===== src/rtl/ping_pong_counter_mm.sv =====
// Multi-mode bounded counter: ping-pong, wrap-up, wrap-down and hold.
// Run-time bounds and step, with saturating steps and recentring when out leaves the range.
//
// state  | meaning
// DIR_DN | counting toward min
// DIR_UP | counting toward max
module ping_pong_counter_mm #(
  parameter int WIDTH = 4
) (
  input  logic             clk,
  input  logic             rst,
  input  logic             enable,
  input  logic [1:0]       mode,
  input  logic [WIDTH-1:0] min,
  input  logic [WIDTH-1:0] max,
  input  logic [WIDTH-1:0] step,
  input  logic             flip,
  input  logic             load,
  input  logic [WIDTH-1:0] load_val,
  output logic [WIDTH-1:0] out,
  output logic             direction,
  output logic             at_bound,
  output logic             range_err
);

  typedef enum logic {
    DIR_DN = 1'b0,
    DIR_UP = 1'b1
  } dir_t;

  localparam logic [1:0] MODE_PP      = 2'b00;
  localparam logic [1:0] MODE_WRAP_UP = 2'b01;
  localparam logic [1:0] MODE_WRAP_DN = 2'b10;
  localparam logic [1:0] MODE_HOLD    = 2'b11;

  dir_t             dir_q, dir_d;
  logic [WIDTH-1:0] out_d;
  logic [WIDTH-1:0] out_up, out_dn, max_dn, min_up;
  logic             in_range;

  assign range_err = (min >= max);
  assign at_bound  = !range_err && ((out == min) || (out == max));
  assign in_range  = (out >= min) && (out <= max);
  assign direction = dir_q;

  // Differences only; operands are guaranteed ordered whenever these are used.
  assign out_up = ((max - out) <= step) ? max : out + step;
  assign out_dn = ((out - min) <= step) ? min : out - step;
  assign max_dn = ((max - min) <= step) ? min : max - step;
  assign min_up = ((max - min) <= step) ? max : min + step;

  always_comb begin
    out_d = out;
    dir_d = dir_q;
    if (load) begin
      out_d = load_val;
      dir_d = DIR_UP;
    end else if (enable && !range_err) begin
      if (!in_range) begin
        out_d = min;
        dir_d = DIR_UP;
      end else if ((mode != MODE_HOLD) && (step != '0)) begin
        case (mode)
          MODE_PP: begin
            if (flip) begin
              if (dir_q == DIR_UP) begin
                dir_d = DIR_DN;
                out_d = out_dn;
              end else begin
                dir_d = DIR_UP;
                out_d = out_up;
              end
            end else if (dir_q == DIR_UP) begin
              if (out == max) begin
                dir_d = DIR_DN;
                out_d = max_dn;
              end else begin
                out_d = out_up;
              end
            end else begin
              if (out == min) begin
                dir_d = DIR_UP;
                out_d = min_up;
              end else begin
                out_d = out_dn;
              end
            end
          end
          MODE_WRAP_UP: begin
            dir_d = DIR_UP;
            out_d = (out == max) ? min : out_up;
          end
          MODE_WRAP_DN: begin
            dir_d = DIR_DN;
            out_d = (out == min) ? max : out_dn;
          end
          default: begin
            out_d = out;
            dir_d = dir_q;
          end
        endcase
      end
    end
  end

  always_ff @(posedge clk or posedge rst) begin
    if (rst) begin
      out   <= '0;
      dir_q <= DIR_UP;
    end else begin
      out   <= out_d;
      dir_q <= dir_d;
    end
  end

endmodule


===== config.mk =====
export PLATFORM = sky130hd
export DESIGN_NAME = ping_pong_counter_mm
export DESIGN_NICKNAME = d
export VERILOG_FILES = /design/src/rtl/ping_pong_counter_mm.sv
export SDC_FILE = /design/constraint.sdc
export NUM_CORES = 1
export LEC_CHECK = 0
export CAP_MARGIN = 30
export CORE_AREA = 4 4 83 61
export CTS_CLUSTER_SIZE = 28
export DETAILED_ROUTE_END_ITERATION = 10
export DIE_AREA = 0 0 87 65
export GPL_TIMING_DRIVEN = 1
export HOLD_SLACK_MARGIN = 0.06
export MAX_ROUTING_LAYER = met4
export PLACE_DENSITY = 0.88
export RECOVER_POWER = 25
export SYNTH_ARGS = -nofsm -noshare
export SYNTH_HDL_FRONTEND = slang
export SYNTH_SLANG_ARGS = --single-unit

===== constraint.sdc =====
create_clock -name clk -period 3.44 [get_ports clk]
set_input_delay 0.688 -clock clk [delete_from_list [all_inputs] [get_ports clk]]
set_output_delay 0.688 -clock clk [all_outputs]
set_load 0.02 [all_outputs]

==> metrics.md <==
| Metric | Value |
|---|---|
| Startpoint types | `input port` |
| Clk sinks | `5` |
| GRT overflow | `0` |
| CTS Buf Count | `3` |
| Starting Density | `49.5%` |
| Fmax achieved | `between 0.2 and 0.3 GHz` |
| Leak | `1.48 nW` |
| Core Util, Final | `75.8%` |
| Skew-Pair Late Insertion Delay | `approximately 0.23 ns` |
| CTS root buffer | `clkbuf_8` |
| Count of state elements after synthesis | `5` |
| PD cells | `503 nW/um2` |
| Yosys Warn Count | `0` |
| Slowest stage delay, CP | `0.38 ns` |
| Critical path endpoint category | `register` |
| GRT Util Overall | `30.6%` |
| Yosys top cell area share | `a little under a quarter` |
| Slew of the pin with the lowest slew margin | `0.430 ns` |
| N_diodes | `0` |
| WL met1 | `around 3.4 mm` |
| Sequential Power Share | `5.1%` |
| Final worst setup slack | `between 0.07 and 0.08 ns` |
| DR iter-0 viols | `274` |
| TritonCTS clock tree | `done` |
| # Max-Cap Violations | `0` |
| H-tree depth | `1` |
| Most used cell along the critical path | `buf_4` |
| Drt pass-1 iters | `5` |
| DR vias | `2,606` |
| Crit. path cell count | `17` |
| Clk network pwr share | `7.0%` |
| Area of the die | `5660 um2` |
| Clock Tree Buf Depth | `2` |
| Worst relative slew slack | `71.2%` |
| Synth-to-layout area growth | `53.0%` |
| Launch point of the critical path | `max[0]` |
| Cell variety after synth | `60` |
| Post-Synthesis Cells | `260` |
| Ranking of synthesized cells by area | `ha_1, fa_1, dfrtp_1, mux2i_1, inv_1` |
| Die height | `about 65 um` |
| Row cnt | `20` |
| Mean area per synthesized cell | `8.15 um2` |
| Core area | `4280 um2` |
| Post-DP HPWL | `6.63 mm` |
| Path depth of the worst reg2reg path | `13` |
| Post-layout min period | `3.37 ns` |
| Post-Route WL | `8.54 mm` |
| Worst VDD drop | `0.342 mV` |
| Top Ports | `30` |
| Drt wl/cell | `approximately 21 um` |
| Worst hold path type | `register to register` |
| Status | `finished clean` |
| Post-route clock period utilization | `97.8%` |
| WL met2 | `around 3.8 mm` |
| Reg-to-reg startpoint | `out[0]` |
| Max-slew violations | `0` |
| Post-synthesis cell area | `2120 um2` |
| Vias in the first global route | `2,518` |
| I/O Buffers | `29` |
| Syn_nets | `between 300 and 400` |
| Final GP Congestion | `a little under 1` |
| Async S/R FF share, synth | `100%` |
| Final hold violation count | `0` |
| WP buf/inv | `7` |
| Worst path arrival time | `3.46 ns` |
| Crit path kind | `input port to register` |
| Logic pwr share | `~88%` |
| Worst-path cell chain | `buf_6 -> inv_4 -> buf_4 -> ha_2 -> inv_2 -> fa_2 -> xor2_1 -> ha_1 -> o21ai_2 -> a21oi_2 -> buf_4 -> buf_4 -> buf_4 -> o2111ai_1 -> o221ai_1 -> a211oi_1 -> a31oi_1` |
| Initial antenna violation count | `0` |
| R2R setup slack | `0.17 ns` |
| Post-DRT Antenna Nets | `0` |
| Pre-CTS setup slack | `-0.602 ns` |
| Slowest CP cell | `fa_2` |
| Setup TNS | `0 ns` |
| Post-synth EDFFs | `0` |
| Req. time, crit path | `3.53 ns` |
| Cell Int Power | `858 uW` |
| Final setup vio count | `0` |
| Sequential cell area fraction in the yosys report | `5.96%` |
| Clock transition at the registers of the reported paths | `about 0.040 ns` |
| Worst R2R End | `out[3]` |
| Top delay family on crit path | `compound AO/OA/AOI/OAI gates` |
| Ys flop type | `dfrtp_1` |
| Worst Setup EP | `out[2]` |
| First-pass GRT wire length | `12.8 mm` |
| Final #Nets | `about 430` |
| CP Max Fanout | `2` |
| Layout cell share with drive strength beyond 1 | `35.7%` |
| Switch Pwr | `773 uW` |
| DRC errors left | `0` |
| Met3 Wirelength | `1.08 mm` |
| Die X-Extent | `87 um` |
| Vias/cell | `6.34` |
| # fillers | `285` |
| Largest net degree at the start of global routing | `13` |
| Worst clock skew | `0.00345 ns` |
| Switching share of power | `between 40% and 50%` |
| Synth area leader | `ha_1` |
| DR top layer | `met4` |
==> worst reg2reg max path: stages, from the launching register on <==
cell and delay [ns]:
dfrtp_1 0.44, inv_1 0.12, ha_2 0.17, inv_1 0.06, fa_2 0.37, xor2_1 0.16
ha_1 0.31, buf_4 0.16, a2111oi_4 0.37, or4_4 0.22, a311oi_4 0.09, or3_4 0.40
nor4_4 0.23, a221oi_2 0.05
==> through the flow <==
step | instances | hold slack [ns] | cell area, um2 | total power, mW
after floorplan | 260 | 0.466 | 2120 | 0.789
after global placement | 400 | 0.640 | 2920 | 1.28
after detailed placement | 400 | 0.654 | 2920 | 1.30
after CTS | 407 | 0.660 | 3110 | 1.50
after global routing | 411 | 0.707 | 3240 | 1.73
final | 411 | 0.661 | 3240 | 1.63
==> layer usage <==
metal / vias up / global-route usage, %
met5: - / -
met4: 0 / 9.92
met3: 34 / 8.13
met2: 200 / 45.5
met1: 1196 / 40.0
li1: 1176 / -
==> worst min-delay path by stage <==
stage | cells past startpoint | from | endpoint | slack, ns
floorplan | 1 | rst | out[0] | 0.47
global placement | 2 | direction | direction | 0.64
detailed placement | 2 | direction | direction | 0.65
CTS | 2 | direction | direction | 0.66
global route | 2 | direction | direction | 0.71
finish | 2 | direction | direction | 0.66
==> flip-flops by register name, indices dropped and copies added, names as in the netlist <==
| signal | count |
|---|---|
| out | 4 |
| direction | 1 |
==> synthesized netlist by cell type (all sizes together), types with 6 or more instances <==
library cell,n
xnor2,9
fa,7
xor2,6
mux2i,10
o21ai,15
nor2,16
nand2,20
a21o,6
a21oi,16
nand4,6
ha,40
nand2b,6
inv,23
a211oi,9
==> power by group through the flow <==
stage | Clock (mW) | Sequential (mW) | Combinational (mW)
floorplan | 0 | 0.104 | 0.684
global placement | 0 | 0.0836 | 1.20
detailed placement | 0 | 0.0828 | 1.22
CTS | 0.114 | 0.0822 | 1.30
global route | 0.119 | 0.0860 | 1.52
finish | 0.113 | 0.0839 | 1.43
==> layout make-up <==
cell class                      instances  area [um2]  area share (%)
Timing Repair Buffer                   98         816            25.2
Inverter                               23        91.3            2.82
Clock buffer                            4        45.0            1.39
Sequential cell                         5         126            3.90
Tap cell                               55        68.8            2.12
Multi-Input combinational cell        226        2090            64.6
==> logic make-up (layout without fill, tap and decap cells) <==
logic type | count (synthesis) | after routing | synth area share, %
compound gates | 74 | 74 | 25.3
xor+xnor | 15 | 15 | 6.55
fa+ha+maj | 47 | 47 | 30.2
buf+inv | 29 | 125 | 5.61
flops | 5 | 5 | 5.96
mux | 13 | 13 | 6.32
simple gates | 77 | 77 | 20.0
==> cell usage in the layout, fill, tap and decap left out, types with 3 or more instances in the layout <==
cell type        count
inv_1               17
inv_2                4
ha_1                30
dfrtp_1              4
clkbuf_8             3
a211oi_1             8
nor2_1              13
buf_4               66
nand4_1              6
o21ai_2              4
a31oi_1              3
ha_4                 8
xnor2_1              9
a21oi_1             12
o21ai_0              6
mux2_2               3
clkdlybuf4s50_1     19
nand2_1             20
clkbuf_2             3
buf_6                3
mux2i_1             10
nor3_1               3
a21o_1               6
a21oi_2              3
xor2_1               5
fa_2                 3
o21ai_1              4
nor2_2               3
dlygate4sd2_1        3
fa_1                 4
nand2b_1             6
==> timing repair <==
| item | CTS | global route |
|---|---|---|
| hold buffers | 0 | 0 |
| pin swaps | 16 | 33 |
| setup buffers | 5 | 5 |
| hold endpoints to repair | 0 | 0 |
| gates resized for setup | 35 | 40 |
| endpoints found under the setup margin | 6 | 4 |
Power figures use the tool's default switching activity.
